## src/rtl/bus_arb.sv

```systemverilog
// Registered shared datapath bus: drives one WIDTH-bit bus from NSRC sources,
// either by a direct select or by round-robin arbitration with request/grant and lock.
module bus_arb #(
    parameter  int WIDTH = 16,
    parameter  int NSRC  = 8,
    localparam int SEL_W = (NSRC > 2) ? $clog2(NSRC) : 1
) (
    input  logic                  clk,
    input  logic                  rst_n,
    input  logic                  arb_mode,
    input  logic                  sel_en,
    input  logic [SEL_W-1:0]      read_sel,
    input  logic [NSRC*WIDTH-1:0] src_data,
    input  logic [NSRC-1:0]       src_req,
    input  logic                  lock,
    output logic [NSRC-1:0]       src_gnt,
    output logic [WIDTH-1:0]      busout,
    output logic                  bus_valid,
    output logic [SEL_W-1:0]      bus_src,
    output logic                  bus_err
);

    localparam logic [SEL_W:0]    NSRC_X   = (SEL_W+1)'(NSRC);
    localparam logic [SEL_W-1:0]  LAST_IDX = SEL_W'(NSRC - 1);
    localparam logic [NSRC-1:0]   GNT_ONE  = NSRC'(1);

    logic [WIDTH-1:0] w_src [NSRC];

    logic [WIDTH-1:0] r_bus;
    logic [SEL_W-1:0] r_src;
    logic             r_valid;
    logic [NSRC-1:0]  r_gnt;
    logic             r_err;
    logic [SEL_W-1:0] r_ptr;

    logic             w_rr_found;
    logic [SEL_W-1:0] w_rr_idx;
    logic [SEL_W:0]   w_scan;
    logic             w_hold;
    logic             w_take;
    logic [SEL_W-1:0] w_g;

    logic [WIDTH-1:0] w_nxt_bus;
    logic [SEL_W-1:0] w_nxt_src;
    logic             w_nxt_valid;
    logic [NSRC-1:0]  w_nxt_gnt;
    logic             w_nxt_err;
    logic [SEL_W-1:0] w_nxt_ptr;

    genvar gi;
    generate
        for (gi = 0; gi < NSRC; gi++) begin : g_unpack
            assign w_src[gi] = src_data[gi*WIDTH +: WIDTH];
        end
    endgenerate

    // Round-robin scan: first requester at or after r_ptr, wrapping at NSRC.
    // The ptr+k sum stays below 2*NSRC, so one conditional subtract is a full modulo.
    always_comb begin
        w_rr_found = 1'b0;
        w_rr_idx   = '0;
        w_scan     = '0;
        for (int k = 0; k < NSRC; k++) begin
            w_scan     = {1'b0, r_ptr} + (SEL_W+1)'(k);
            w_scan     = (w_scan >= NSRC_X) ? (w_scan - NSRC_X) : w_scan;
            w_rr_idx   = (!w_rr_found && src_req[w_scan[SEL_W-1:0]]) ? w_scan[SEL_W-1:0] : w_rr_idx;
            w_rr_found = w_rr_found | src_req[w_scan[SEL_W-1:0]];
        end
    end

    // Lock keeps the current owner only while it is still on the bus and requesting.
    assign w_hold = lock & r_valid & src_req[r_src];

    // Next-state selection for both modes.
    always_comb begin
        w_nxt_bus   = r_bus;
        w_nxt_src   = r_src;
        w_nxt_valid = 1'b0;
        w_nxt_gnt   = '0;
        w_nxt_err   = 1'b0;
        w_nxt_ptr   = r_ptr;
        w_take      = 1'b0;
        w_g         = '0;
        if (arb_mode) begin
            if (w_hold) begin
                w_take = 1'b1;
                w_g    = r_src;
            end else if (w_rr_found) begin
                w_take    = 1'b1;
                w_g       = w_rr_idx;
                w_nxt_ptr = (w_rr_idx == LAST_IDX) ? '0 : (w_rr_idx + SEL_W'(1));
            end else begin
                w_take = 1'b0;
            end
        end else begin
            if (sel_en && ({1'b0, read_sel} < NSRC_X)) begin
                w_take = 1'b1;
                w_g    = read_sel;
            end else if (sel_en) begin
                w_nxt_bus = '0;
                w_nxt_err = 1'b1;
            end else begin
                w_take = 1'b0;
            end
        end
        if (w_take) begin
            w_nxt_bus   = w_src[w_g];
            w_nxt_src   = w_g;
            w_nxt_valid = 1'b1;
            w_nxt_gnt   = GNT_ONE << w_g;
        end else begin
            w_nxt_valid = 1'b0;
        end
    end

    // Output and pointer registers with synchronous active-low reset.
    always_ff @(posedge clk) begin
        if (!rst_n) begin
            r_bus   <= '0;
            r_src   <= '0;
            r_valid <= 1'b0;
            r_gnt   <= '0;
            r_err   <= 1'b0;
            r_ptr   <= '0;
        end else begin
            r_bus   <= w_nxt_bus;
            r_src   <= w_nxt_src;
            r_valid <= w_nxt_valid;
            r_gnt   <= w_nxt_gnt;
            r_err   <= w_nxt_err;
            r_ptr   <= w_nxt_ptr;
        end
    end

    assign busout    = r_bus;
    assign bus_src   = r_src;
    assign bus_valid = r_valid;
    assign src_gnt   = r_gnt;
    assign bus_err   = r_err;

endmodule

```

## config.mk

```make
export PLATFORM = sky130hd
export DESIGN_NAME = bus_arb
export DESIGN_NICKNAME = d
export VERILOG_FILES = /design/src/rtl/bus_arb.sv
export SDC_FILE = /design/constraint.sdc
export NUM_CORES = 1
export LEC_CHECK = 0
export BUFFER_PORTS_ARGS = -buffer_cell sky130_fd_sc_hd__buf_4
export CAP_MARGIN = 20
export CORE_UTILIZATION = 30
export DETAILED_ROUTE_END_ITERATION = 12
export PLACE_DENSITY = 0.63
export SYNTH_ARGS = -nofsm -noshare
export SYNTH_HDL_FRONTEND = slang
export SYNTH_SLANG_ARGS = --single-unit
```

## constraint.sdc

```tcl
create_clock -name clk -period 5.25 [get_ports clk]
set_clock_uncertainty 0.2 [all_clocks]
set_input_delay 0.525 -clock clk [delete_from_list [all_inputs] [get_ports clk]]
set_output_delay 0.525 -clock clk [all_outputs]
set_load 0.005 [all_outputs]
```

# Yosys cells after proc, flatten, opt, wreduce, memory -nomap -nowiden
# Index checks and enable logic that the tools add are counted.
# totals
elab_cells	115
inputBits	144
ff_bits	31
# classes
n_eq_ne	1
n_reduce_logical	16
n_lt_le_gt_ge	18
shift	1
bitwise_logic	11
mux	47
n_addsub	16
# ops
operator	n
two-way mux 3 bit	21
binary-select mux 16 bit (select 3 bit)	1
< comparator 3 x 4 -> 1 bit, second input constant	9
>= comparator 4 bit, second input constant	8
two-way mux 16 bit	2
binary-select mux 1 bit (select 3 bit)	9
subtractor 3 x 1 -> 3 bit, second input constant	8
adder 3 x 3 -> 4 bit, second input constant	4
two-way mux 1 bit	14
adder 3 x 2 -> 4 bit, second input constant	2
<< shifter 1 x 3 -> 8 bit, first input constant	1
logical AND 1 bit	7
zero test 1 bit	7
bitwise OR 1 bit	7
adder 3 x 1 -> 4 bit, second input constant	1
>= comparator 3 x 4 -> 1 bit, second input constant	1
inverter 3 -> 4 bit	1
adder 3 x 1 -> 3 bit, second input constant	1
== test 3 bit, second input constant	1
AND reduction 3 bit	1
AND 1 bit	2
AND reduction 2 bit	1
inverter 1 bit	1

# Longest topological paths before layout
# depth
word_depth	21
mapped_depth	17
ltp_nobuf	13

# Least setup slack after synthesis
# No wires, ideal clock.
# synth_timing
kind	flip-flop to flip-flop
start	register r_ptr[1]
end	register r_bus[0] (netlist: busout[0])
t_arrival_ns	3.906
synth_period_minus_slack_ns	4.228
setup_ns	0.122
stages_incl_launch_ff	17
slack_ns	1.022
cell_sequence	dfxtp_1 -> clkbuf_1 -> inv_1 -> ha_1 -> buf_6 -> mux4_2 -> a21oi_1 -> a32oi_1 -> and4bb_4 -> a31oi_1 -> and2_1 -> buf_2 -> a21oi_4 -> buf_6 -> buf_12 -> mux4_1 -> a221o_1
# synth_between
elab_chain_len	21
word_cells_on_any_way	86
# synth_lines
element	line	text
start, declared	34	logic [SEL_W-1:0] r_ptr;
start signal, assigned	131	r_ptr <= w_nxt_ptr;
adder 3 x 1 -> 4 bit	64	w_scan = {1'b0, r_ptr} + (SEL_W+1)'(k);
>= comparator 4 bit or subtractor 3 x 1 -> 3 bit (tied branches)	65	w_scan = (w_scan >= NSRC_X) ? (w_scan - NSRC_X) : w_scan;
two-way mux 3 bit	65	
binary-select mux 1 bit (select 3 bit)	66, 67	
two-way mux 1 bit (implied by the code)	66, 67	
bitwise OR 1 bit	67	w_rr_found = w_rr_found | src_req[w_scan[SEL_W-1:0]];
zero test 1 bit or bitwise OR 1 bit (tied branches)	66, 67	
logical AND 1 bit, or another cell as far along	66	w_rr_idx = (!w_rr_found && src_req[w_scan[SEL_W-1:0]]) ? w_scan[SEL_W-1:0] : w_rr_idx;
two-way mux 3 bit, or another cell as far along (4 in series)	66	
two-way mux 3 bit or logical AND 1 bit (tied branches)	66	
two-way mux 3 bit	66	
two-way mux 3 bit	88	end else if (w_rr_found) begin
two-way mux 3 bit	85	if (w_hold) begin
two-way mux 3 bit	84	if (arb_mode) begin
inverter 3 -> 4 bit (implied by the code)	107	w_nxt_bus = w_src[w_g];
binary-select mux 16 bit (select 3 bit)	107	
two-way mux 16 bit (implied by the code) (2 in series)	107	
end signal, assigned	126	r_bus <= w_nxt_bus;
end, declared	29	logic [WIDTH-1:0] r_bus;
# Parallel ways exist; a longest one is shown, timed or not. The select of a mux whose other input is x is not followed.
# A chain may end at the register's enable or synchronous reset.

# Final worst setup path
# layout_timing
start	register r_ptr[1]
end	register r_bus[6] (netlist: busout[6])
# The elaborated chain is that of the path after synthesis.

==> flow_summary_export.csv <==
group,metric,value,unit
status,status,"completed",
placement,place.gp.congestion,0.914,
detailed_routing,first_pass_iters,4,
critical_path,critPathTopFamily,"multiplexers",
yosys,yosysWarnings,0,
floorplan,rows,37,
critical_path,cp.required,5.22,ns
clock_tree,cts_buffers,5,
yosys,synth_top_cell_area_share,19.4,%
yosys,muxShareOfSynthArea,37.7,%
yosys,ys.flop_type,"dfxtp_1",
finish,final_nets,625,
clock_tree,clk_latency,0.29,ns
global_route,first_global_vias,3273,
floorplan,io_pins,173,
critical_path,cp_num_buf_inv,1,
power,power_density,396,nW/um^2
critical_path,crit_path_max_incr_delay,0.73,ns
yosys,ys_types,57,
yosys,syn_nets,461,
yosys,synth_area_leaders,"dfxtp_1 19%, mux4_2 15%, mux2i_1 8.5%, mux4_1 7.4%, mux2_2 3.5%",
global_route,gr-total-overflow,0,
floorplan,die_y,105,um
yosys,ys_seq_area_share,19.4,%
timing,rsz0062_at_grt,"false",
yosys,ys_seq_elements,31,
critical_path,cpMostUsedCell,"mux4_1",
yosys,synth_compound_gate_area_share,19.5,%
critical_path,crit_chain,"inv_1 -> ha_1 -> mux4_1 -> mux2i_1 -> a32oi_1 -> and4bb_4 -> a31oi_1 -> a41oi_4 -> mux4_1 -> and3_1 -> a221o_1",
floorplan,core_area,10300,um^2
timing,period_needed,4.60,ns
critical_path,cp-start-kind,"register",
hold_path,hold_class,"register to register",
clock_tree,post_cts_buffers,0,
clock_tree,cts_tree,"built",
clock_tree,ctsResizeCount,0,
timing,fin_crit_sh,87.6,%
job,cap_violations,0,
detailed_routing,vias_per_cell,5.28,
critical_path,cp_max_fo,15,
timing,worst_pin_slew,0.716,ns
detailed_routing,postRouteAntennaNets,0,
timing,holdWs,0.269,ns
clock_tree,hold_buffers,0,
floorplan,die_w,105,um
yosys,synthTopCellsByCount,"31 x dfxtp_1, 29 x nand2_1, 27 x mux2i_1, 21 x mux4_2, 14 x inv_1",
timing,slew_headroom,52.2,%
placement,dp_hpwl,8540,um
critical_path,crit_type,"register to register",
yosys,avgSynthCellArea,10.2,um^2
global_route,grt_start_max_net_pins,51,
detailed_routing,via_count,3246,
power,ir_drop,0.175,mV
yosys,synth_fa_ha_area_share,1.18,%
yosys,synthArstFlopShare,0,%
global_route,antenna_found_initial,0,
finish,antenna_cells,0,
yosys,yosys.area.top_type,"dfxtp_1",
finish,drive_above_1_share,48.4,%
placement,post-place-cells,607,
floorplan,start_util,30.9,%
yosys,yosys.area_share.simple,13.8,%
clock_tree,cts_root_buf,"clkbuf_8",
placement,io_buffer_count,171,
yosys,synth_most_common_cell,"dfxtp_1",
floorplan,die_area,11100,um^2
clock_tree,clock_path_buffers,2,
critical_path,crit_path_end_kind,"register",
yosys,synthCells,314,
clock_tree,clock-sinks,31,
global_route,grt_pass1_wl,16500,um
clock_tree,path_clk_slew,0.08,ns
detailed_routing,wl,10400,um
global_route,gr-usage-all-layers,19.1,%
detailed_routing,post_drt_wl_per_cell,16.9,um
detailed_routing,drt_iter0_drc,107,
finish,utilization,45.2,%
timing,finalSetupViolCount,0,
clock_tree,htree_levels,2,
finish,syn_to_final_growth,46.1,%
yosys,synthXorXnorAreaFrac,1.10,%
finish,stdcell_count,615,
timing,hold_violations,0,
timing,finalSetupTns,0,ns
detailed_routing,drcViolationCount,0,
finish,fill_cells,1005,
timing,drv_slew,0,
finish,seq_area,621,um^2
yosys,syn-cell-area,3190,um^2
critical_path,cp.arrival,4.57,ns
critical_path,crit_slowest_cell,"mux4_1",
power,p_leak,2.12,nW
yosys,synth_top_family_by_area,"multiplexers",
finish,multi_input_area,2340,um^2
timing,max_freq,0.217,GHz
yosys,synth_edf_count,0,
logic make-up after synthesis:
| family | Yosys count |
|---|---|
| AOI/OAI and AO/OA | 78 |
| xor gates and xnor gates | 4 |
| adders and majority gates | 3 |
| buffers and inverters | 38 |
| DFF | 31 |
| muxes | 75 |
| other | 1 |
| and+or+nand+nor | 84 |
area by class of cell:
type	count	area share (%)
Multi-Input combinational cell	245	50.3
Sequential cell	31	13.3
Timing Repair Buffer	181	29.4
Clock buffer	7	2.07
Inverter	14	1.13
Clock inverter	1	0.161
Tap cell	136	3.65
cell usage in the layout, fill, tap and decap left out, types with 7 or more instances in the layout:
| cell | instances |
|---|---|
| inv_1 | 14 |
| nor2_1 | 13 |
| nand3_1 | 12 |
| clkbuf_8 | 7 |
| a21oi_1 | 10 |
| a32o_1 | 7 |
| mux4_1 | 9 |
| mux4_2 | 21 |
| o211ai_1 | 10 |
| mux2_2 | 10 |
| dfxtp_1 | 31 |
| nand2_1 | 29 |
| a31oi_1 | 8 |
| buf_4 | 180 |
| mux2i_1 | 27 |
power breakdown:
part	switching (mW)	internal [mW]	leakage (nW)
Sequential	0.0581	0.301	0.255
Clock	0.0960	0.119	0.0505
Combinational	0.608	0.664	1.81
Total	0.762	1.08	2.12
final timing paths:
path | startpoint | end | slack [ns] | cells past startpoint
worst min-delay path | busout[12] | busout[12] | 0.27 | 1
worst max register to register | r_ptr[1] | busout[6] | 0.65 | 11
worst max-delay path | r_ptr[1] | busout[6] | 0.65 | 11
worst min register to register | busout[12] | busout[12] | 0.27 | 1
metrics by stage:
step	total power [mW]	cell area [um^2]	setup slack [ns]
floorplan	1.29	3190	1.02
finish	1.85	4660	0.649
detailed placement	1.64	4560	0.683
CTS	1.86	4660	0.671
global route	1.99	4660	0.383
global placement	1.63	4560	0.866
layer usage:
metal	track usage [%]	vias up	wire length (um)
met2	34.6	139	5550
met4	6.14	0	222
met1	22.2	1524	3950
met5	0	-	0
li1	-	1566	-
met3	4.24	17	656
flip-flops by register name, indices dropped and copies added, names as in the netlist:
register,flops
bus_src,3
bus_valid,1
busout,16
r_ptr,3
src_gnt,8
Power figures use the tool's default switching activity.
